==> src/rtl/cla_arb_pkg.sv <==
// Shared types and helpers for the cla_add_arbiter slice.
package cla_arb_pkg;

  localparam int CLA_WIDTH = 15;

  typedef enum logic [1:0] {
    IDLE = 2'd0,
    CALC = 2'd1,
    RESP = 2'd2
  } state_t;

  typedef logic [CLA_WIDTH-1:0] operand_t;

  // Next round-robin start position after granting idx out of n requesters.
  function automatic int rr_advance(input int idx, input int n);
    int nxt;
    nxt = idx + 1;
    if (nxt >= n) begin
      nxt = 0;
    end else begin
      nxt = nxt;
    end
    return nxt;
  endfunction

endpackage

==> src/rtl/carry_lookahead_adder_15bit.sv <==
// 15-bit carry-lookahead adder: every carry is a flat sum-of-products of
// generate/propagate terms, so no carry ripples from bit to bit.
module carry_lookahead_adder_15bit
  import cla_arb_pkg::*;
(
  input  operand_t a,
  input  operand_t b,
  input  logic     cin,
  output operand_t sum,
  output logic     cout
);

  operand_t              gen_s;
  operand_t              prop_s;
  logic [CLA_WIDTH:0]    carry_s;
  logic                  acc_s;
  logic                  pp_s;

  assign gen_s  = a & b;
  assign prop_s = a ^ b;

  // carry_s[i] = carry into bit i, expanded over all lower generate terms.
  always_comb begin
    carry_s    = '0;
    acc_s      = 1'b0;
    pp_s       = 1'b1;
    carry_s[0] = cin;
    for (int i = 1; i <= CLA_WIDTH; i++) begin
      acc_s = 1'b0;
      pp_s  = 1'b1;
      for (int j = i - 1; j >= 0; j--) begin
        acc_s = acc_s | (pp_s & gen_s[j]);
        pp_s  = pp_s & prop_s[j];
      end
      carry_s[i] = acc_s | (pp_s & cin);
    end
  end

  assign sum  = prop_s ^ carry_s[CLA_WIDTH-1:0];
  assign cout = carry_s[CLA_WIDTH];

endmodule

==> src/rtl/cla_rr_grant.sv <==
// Combinational round-robin picker: first valid requester at or after rr_ptr.
module cla_rr_grant #(
  parameter  int N_REQ = 4,
  localparam int IDX_W = $clog2(N_REQ)
) (
  input  logic [N_REQ-1:0] valid,
  input  logic [IDX_W-1:0] rr_ptr,
  output logic [N_REQ-1:0] grant,
  output logic [IDX_W-1:0] grant_idx,
  output logic             grant_vld
);

  int pos_v;

  // Scan from the farthest offset down so the closest valid to rr_ptr wins last.
  always_comb begin
    grant     = '0;
    grant_idx = '0;
    grant_vld = 1'b0;
    pos_v     = 0;
    for (int k = N_REQ - 1; k >= 0; k--) begin
      pos_v = int'(rr_ptr) + k;
      if (pos_v >= N_REQ) begin
        pos_v = pos_v - N_REQ;
      end else begin
        pos_v = pos_v;
      end
      if (valid[IDX_W'(pos_v)]) begin
        grant                 = '0;
        grant[IDX_W'(pos_v)]  = 1'b1;
        grant_idx             = IDX_W'(pos_v);
        grant_vld             = 1'b1;
      end else begin
        grant_vld = grant_vld;
      end
    end
  end

endmodule

==> src/rtl/cla_add_arbiter.sv <==
// Round-robin arbiter sharing one 15-bit CLA between N_REQ requesters.
// Define CLA_ARB_STATS_EN to add per-requester 16-bit grant counters (o_grant_cnt).
module cla_add_arbiter
  import cla_arb_pkg::*;
#(
  parameter  int N_REQ = 4,
  parameter  int WIDTH = 15,
  localparam int IDX_W = $clog2(N_REQ)
) (
  input  logic                   i_clk,
  input  logic                   i_rst_n,
  input  logic [N_REQ-1:0]       i_req_valid,
  input  logic [N_REQ*WIDTH-1:0] i_req_add1,
  input  logic [N_REQ*WIDTH-1:0] i_req_add2,
  output logic [N_REQ-1:0]       o_req_ready,
  output logic                   o_rsp_valid,
  output logic [IDX_W-1:0]       o_rsp_id,
  output logic [WIDTH:0]         o_rsp_result,
`ifdef CLA_ARB_STATS_EN
  output logic [N_REQ*16-1:0]    o_grant_cnt,
`endif
  input  logic                   i_rsp_ready
);

  if (WIDTH != CLA_WIDTH) begin : g_bad_width
    $error("cla_add_arbiter: WIDTH must equal the CLA width (15)");
  end
  if (N_REQ < 2 || N_REQ > 8) begin : g_bad_nreq
    $error("cla_add_arbiter: N_REQ must be in 2..8");
  end

  state_t             state_r;
  state_t             state_nxt_s;
  logic [IDX_W-1:0]   rr_ptr_r;
  logic [IDX_W-1:0]   id_r;
  logic [IDX_W-1:0]   rsp_id_r;
  logic [IDX_W-1:0]   grant_idx_s;
  logic [N_REQ-1:0]   grant_s;
  logic               grant_vld_s;
  logic               transfer_s;
  operand_t           add1_r;
  operand_t           add2_r;
  operand_t           sel_add1_s;
  operand_t           sel_add2_s;
  operand_t           sum_s;
  logic               cout_s;
  logic               rsp_valid_r;
  logic [WIDTH:0]     rsp_result_r;

  cla_rr_grant #(.N_REQ(N_REQ)) u_grant (
    .valid     (i_req_valid),
    .rr_ptr    (rr_ptr_r),
    .grant     (grant_s),
    .grant_idx (grant_idx_s),
    .grant_vld (grant_vld_s)
  );

  carry_lookahead_adder_15bit u_cla (
    .a    (add1_r),
    .b    (add2_r),
    .cin  (1'b0),
    .sum  (sum_s),
    .cout (cout_s)
  );

  assign transfer_s = (state_r == IDLE) && grant_vld_s;

  // Operand mux driven by the one-hot grant.
  always_comb begin
    sel_add1_s = '0;
    sel_add2_s = '0;
    for (int r = 0; r < N_REQ; r++) begin
      if (grant_s[r]) begin
        sel_add1_s = i_req_add1[r*WIDTH +: WIDTH];
        sel_add2_s = i_req_add2[r*WIDTH +: WIDTH];
      end else begin
        sel_add1_s = sel_add1_s;
      end
    end
  end

  // FSM state register.
  always_ff @(posedge i_clk) begin
    if (!i_rst_n) begin
      state_r <= IDLE;
    end else begin
      state_r <= state_nxt_s;
    end
  end

  // FSM next-state logic.
  always_comb begin
    state_nxt_s = state_r;
    case (state_r)
      IDLE: begin
        if (transfer_s) begin
          state_nxt_s = CALC;
        end else begin
          state_nxt_s = IDLE;
        end
      end
      CALC: state_nxt_s = RESP;
      RESP: begin
        if (i_rsp_ready) begin
          state_nxt_s = IDLE;
        end else begin
          state_nxt_s = RESP;
        end
      end
      default: state_nxt_s = IDLE;
    endcase
  end

  // FSM outputs: requests are accepted only while idle.
  always_comb begin
    o_req_ready = '0;
    case (state_r)
      IDLE:    o_req_ready = grant_s;
      default: o_req_ready = '0;
    endcase
  end

  // Datapath: operand capture, result capture, response handshake.
  always_ff @(posedge i_clk) begin
    if (!i_rst_n) begin
      rr_ptr_r     <= '0;
      id_r         <= '0;
      add1_r       <= '0;
      add2_r       <= '0;
      rsp_valid_r  <= 1'b0;
      rsp_id_r     <= '0;
      rsp_result_r <= '0;
    end else begin
      case (state_r)
        IDLE: begin
          if (transfer_s) begin
            add1_r   <= sel_add1_s;
            add2_r   <= sel_add2_s;
            id_r     <= grant_idx_s;
            rr_ptr_r <= IDX_W'(rr_advance(int'(grant_idx_s), N_REQ));
          end
        end
        CALC: begin
          rsp_result_r <= {cout_s, sum_s};
          rsp_id_r     <= id_r;
          rsp_valid_r  <= 1'b1;
        end
        RESP: begin
          if (i_rsp_ready) begin
            rsp_valid_r <= 1'b0;
          end
        end
        default: rsp_valid_r <= 1'b0;
      endcase
    end
  end

  assign o_rsp_valid  = rsp_valid_r;
  assign o_rsp_id     = rsp_id_r;
  assign o_rsp_result = rsp_result_r;

`ifdef CLA_ARB_STATS_EN
  logic [15:0] grant_cnt_r [N_REQ];

  // Per-requester grant counters; natural 16-bit wrap.
  always_ff @(posedge i_clk) begin
    if (!i_rst_n) begin
      for (int r = 0; r < N_REQ; r++) begin
        grant_cnt_r[r] <= 16'd0;
      end
    end else begin
      for (int r = 0; r < N_REQ; r++) begin
        if (transfer_s && grant_s[r]) begin
          grant_cnt_r[r] <= grant_cnt_r[r] + 16'd1;
        end
      end
    end
  end

  for (genvar r = 0; r < N_REQ; r++) begin : g_cnt_out
    assign o_grant_cnt[r*16 +: 16] = grant_cnt_r[r];
  end
`endif

endmodule

==> config.mk <==
export PLATFORM = sky130hd
export DESIGN_NAME = cla_add_arbiter
export DESIGN_NICKNAME = d
export VERILOG_FILES = /design/src/rtl/cla_arb_pkg.sv /design/src/rtl/carry_lookahead_adder_15bit.sv /design/src/rtl/cla_rr_grant.sv /design/src/rtl/cla_add_arbiter.sv
export SDC_FILE = /design/constraint.sdc
export NUM_CORES = 1
export LEC_CHECK = 0
export BUFFER_PORTS_ARGS = -buffer_cell sky130_fd_sc_hd__buf_2
export CAP_MARGIN = 25
export CORE_AREA = 2 2 136 138
export DETAILED_ROUTE_END_ITERATION = 6
export DIE_AREA = 0 0 138 140
export SETUP_SLACK_MARGIN = 0.02
export SLEW_MARGIN = 10
export SYNTH_ARGS = -nofsm -noshare
export SYNTH_HDL_FRONTEND = slang
export SYNTH_SLANG_ARGS = --single-unit
==> constraint.sdc <==
create_clock -name i_clk -period 7.9 [get_ports i_clk]
set_input_delay 0 -clock i_clk [delete_from_list [all_inputs] [get_ports i_clk]]
set_output_delay 0 -clock i_clk [all_outputs]
set_load 0.03 [all_outputs]
==> impl_metrics.csv <==
group,metric,value,unit
run_status,status,"completed",
global_routing,grt_pass1_wl,21700,um
yosys,synthCells,448,
floorplan,die_h,140,um
yosys,async_flop_share,0,%
detailed_routing,drtIter0Drc,224,
power,peakVddDrop,0.000117,V
yosys,ys_warn_count,0,
sta,tns,0,ns
floorplan,die_area,19300,um2
detailed_routing,vias,3953,
min_path,hp-class,"in -> reg",
clock_network,cts_max_path_buffers,2,
detailed_routing,route.detailed.drc,0,
global_routing,grt_overflow,0,
clock_network,cts_resized,0,
sta,worst_clock_skew,0.00653,ns
yosys,yosys-top-cells-count,"dfxtp_1, a211oi_2, a22oi_1",
placed_design,dp.cells,791,
power,leakage,2.12,nW
clock_network,root_buffer,"clkbuf_16",
power,p_per_area,381,nW/um2
setup_path,critPathKind,"reg -> reg",
yosys,synth_area_leaders,"dfxtp_1, a211oi_2, ha_1",
sta,hold_ws,0.00543,ns
sta,rsz0062_at_grt,"no",
setup_path,required,8.06,ns
global_routing,grt_pass1_vias,3800,
yosys,seq_area_frac_synth,27.3,%
clock_network,htree_num_levels,2,
clock_network,post_cts_buffers,0,
clock_network,cts_buffers,5,
placed_design,io_buffers,149,
floorplan,io_pins,150,
floorplan,start_util,22.7,%
yosys,syn_avg_cell_area,9.01,um2
detailed_routing,antenna_left,0,
detailed_routing,wirelength,14100,um
sta,hold_viol,0,
setup_path,crit_path_end_kind,"register",
yosys,synth_edf_count,0,
setup_path,cp-start-kind,"register",
floorplan,core-area,17800,um2
layout,nNetsFinal,721,
clock_network,cts_sinks,55,
sta,worstMarginPinSlew,0.802,ns
global_routing,grt_max_degree,54,
clock_network,clk_latency,0.29,ns
clock_network,postCtsHoldBufs,0,
layout,drive_gt1_share,36.4,%
yosys,yosysTopAreaCellShare,27.3,%
yosys,yosysMostFrequentCell,"dfxtp_1",
sta,maxSlewHeadroom,46.5,%
layout,fin_util,28.4,%
detailed_routing,first_pass_iters,5,
placed_design,hpwl,10900,um
yosys,syn_nets,600,
sta,period_share,50.7,%
clock_network,cts_tree,"done",
sta,drv_slew,0,
global_routing,antenna_found_initial,1,
sta,layout_min_cycle_time,4.00,ns
sta,max_freq,0.250,GHz
layout,fin_cells,799,
layout,area_growth,25.1,%
yosys,synth_top_cell_by_area,"dfxtp_1",
sta,setup_violations,0,
clock_network,clkTransAtPathRegs,0.07,ns
detailed_routing,via_per_inst,4.95,
yosys,ys.flop_type,"dfxtp_1",
placed_design,finalWeightedCongestion,0.839,
floorplan,rows,49,
global_routing,track_usage,14.2,%
setup_path,path_max_fanout,30,
setup_path,critPathArrivalTime,4.16,ns
yosys,ys_seq_elements,55,
power,p_total,1.93,mW
yosys,ys_types,62,
job,max_cap_violations,0,
yosys,synth.cell_area,4040,um2
detailed_routing,avgRoutedWirePerCell,17.6,um
floorplan,die_w,138,um
cells by family (layout without fill, tap and decap cells):
| kind of cell | Yosys count | count (layout) | share of synthesized area [%] |
|---|---|---|---|
| AOI/OAI and AO/OA | 196 | 196 | 38.6 |
| and+or+nand+nor | 103 | 103 | 14.1 |
| DFF | 55 | 55 | 27.3 |
| buffers and inverters | 52 | 173 | 6.76 |
| adders and majority gates | 25 | 25 | 7.93 |
| muxes | 10 | 10 | 3.78 |
| xor gates and xnor gates | 7 | 7 | 1.52 |
| other | 0 | 1 | 0 |
worst paths after layout:
kind,from,endpoint,slack [ns],depth (start not counted)
setup / recovery,rr_ptr_r[0],add1_r[3],3.90,7
hold / removal,i_rsp_ready,o_rsp_valid,0.005,3
setup reg to reg,rr_ptr_r[0],add1_r[3],3.90,7
hold reg to reg,o_rsp_result[6],o_rsp_result[6],0.45,2
critical path, cell delays in order, from the launching register on:
cell      delay, ns
dfxtp_1        0.75
inv_1          0.24
ha_1           0.51
and4bb_1       0.28
o21ai_2        0.50
and2_1         0.75
and3_4         0.67
a211oi_2       0.13
per-layer routing:
layer	global-route usage (%)	routed length [um]	vias up
met5	0	13	-
met4	3.87	284	2
met3	3.21	875	17
met2	22.6	6350	109
met1	19.4	6560	1832
li1	-	-	1993
layout by cell type, fill, tap and decap left out, types with 3 or more instances in the layout:
cell	n
a211o_1	16
a211oi_1	4
a211oi_2	30
a21o_1	8
a21oi_1	22
a22oi_1	30
a31oi_1	3
buf_2	149
buf_4	6
clkbuf_16	5
dfxtp_1	55
ha_1	24
inv_1	11
mux2i_1	4
mux4_2	4
nand2_1	26
nand2b_1	21
nand3_1	12
nand4_1	4
nand4b_1	3
nor2_1	12
nor2b_1	4
nor3_1	3
o211a_1	3
o211ai_1	3
o21ai_0	22
o21ai_1	3
o221ai_1	15
o22ai_1	18
or3_1	4
xnor2_1	4
xor2_1	3
metrics by stage:
| stage | setup slack, ns | instance area [um2] |
|---|---|---|
| 4_1_cts | 3.91 | 5050 |
| 6_report | 3.90 | 5050 |
| 5_1_grt | 3.58 | 5050 |
| 3_3_place_gp | 3.98 | 4890 |
| 3_5_place_dp | 3.91 | 4890 |
| 2_1_floorplan | 4.88 | 4040 |
layout make-up:
cell class                 instances  area [um2]
sequential                        55        1100
fill                            1961       12700
clock buffer                       6         129
clock inverter                     1        30.0
tap                              229         287
timing repair buffer             155         791
antenna                            1        2.50
multi-input combinational        341        2670
inverter                          11        41.3
report_power, final:
| part | switching, mW | leakage [nW] | internal (mW) |
|---|---|---|---|
| clock network | 0.100 | 0.0769 | 0.148 |
| registers | 0.0844 | 0.454 | 0.373 |
| logic | 0.764 | 1.59 | 0.456 |
flip-flops by register name, indices dropped and copies added, names as in the netlist:
name,count
state_r,2
id_r,2
add2_r,15
o_rsp_result,16
o_rsp_valid,1
add1_r,15
o_rsp_id,2
rr_ptr_r,2
Note: power is estimated with default switching activity, not from simulation.
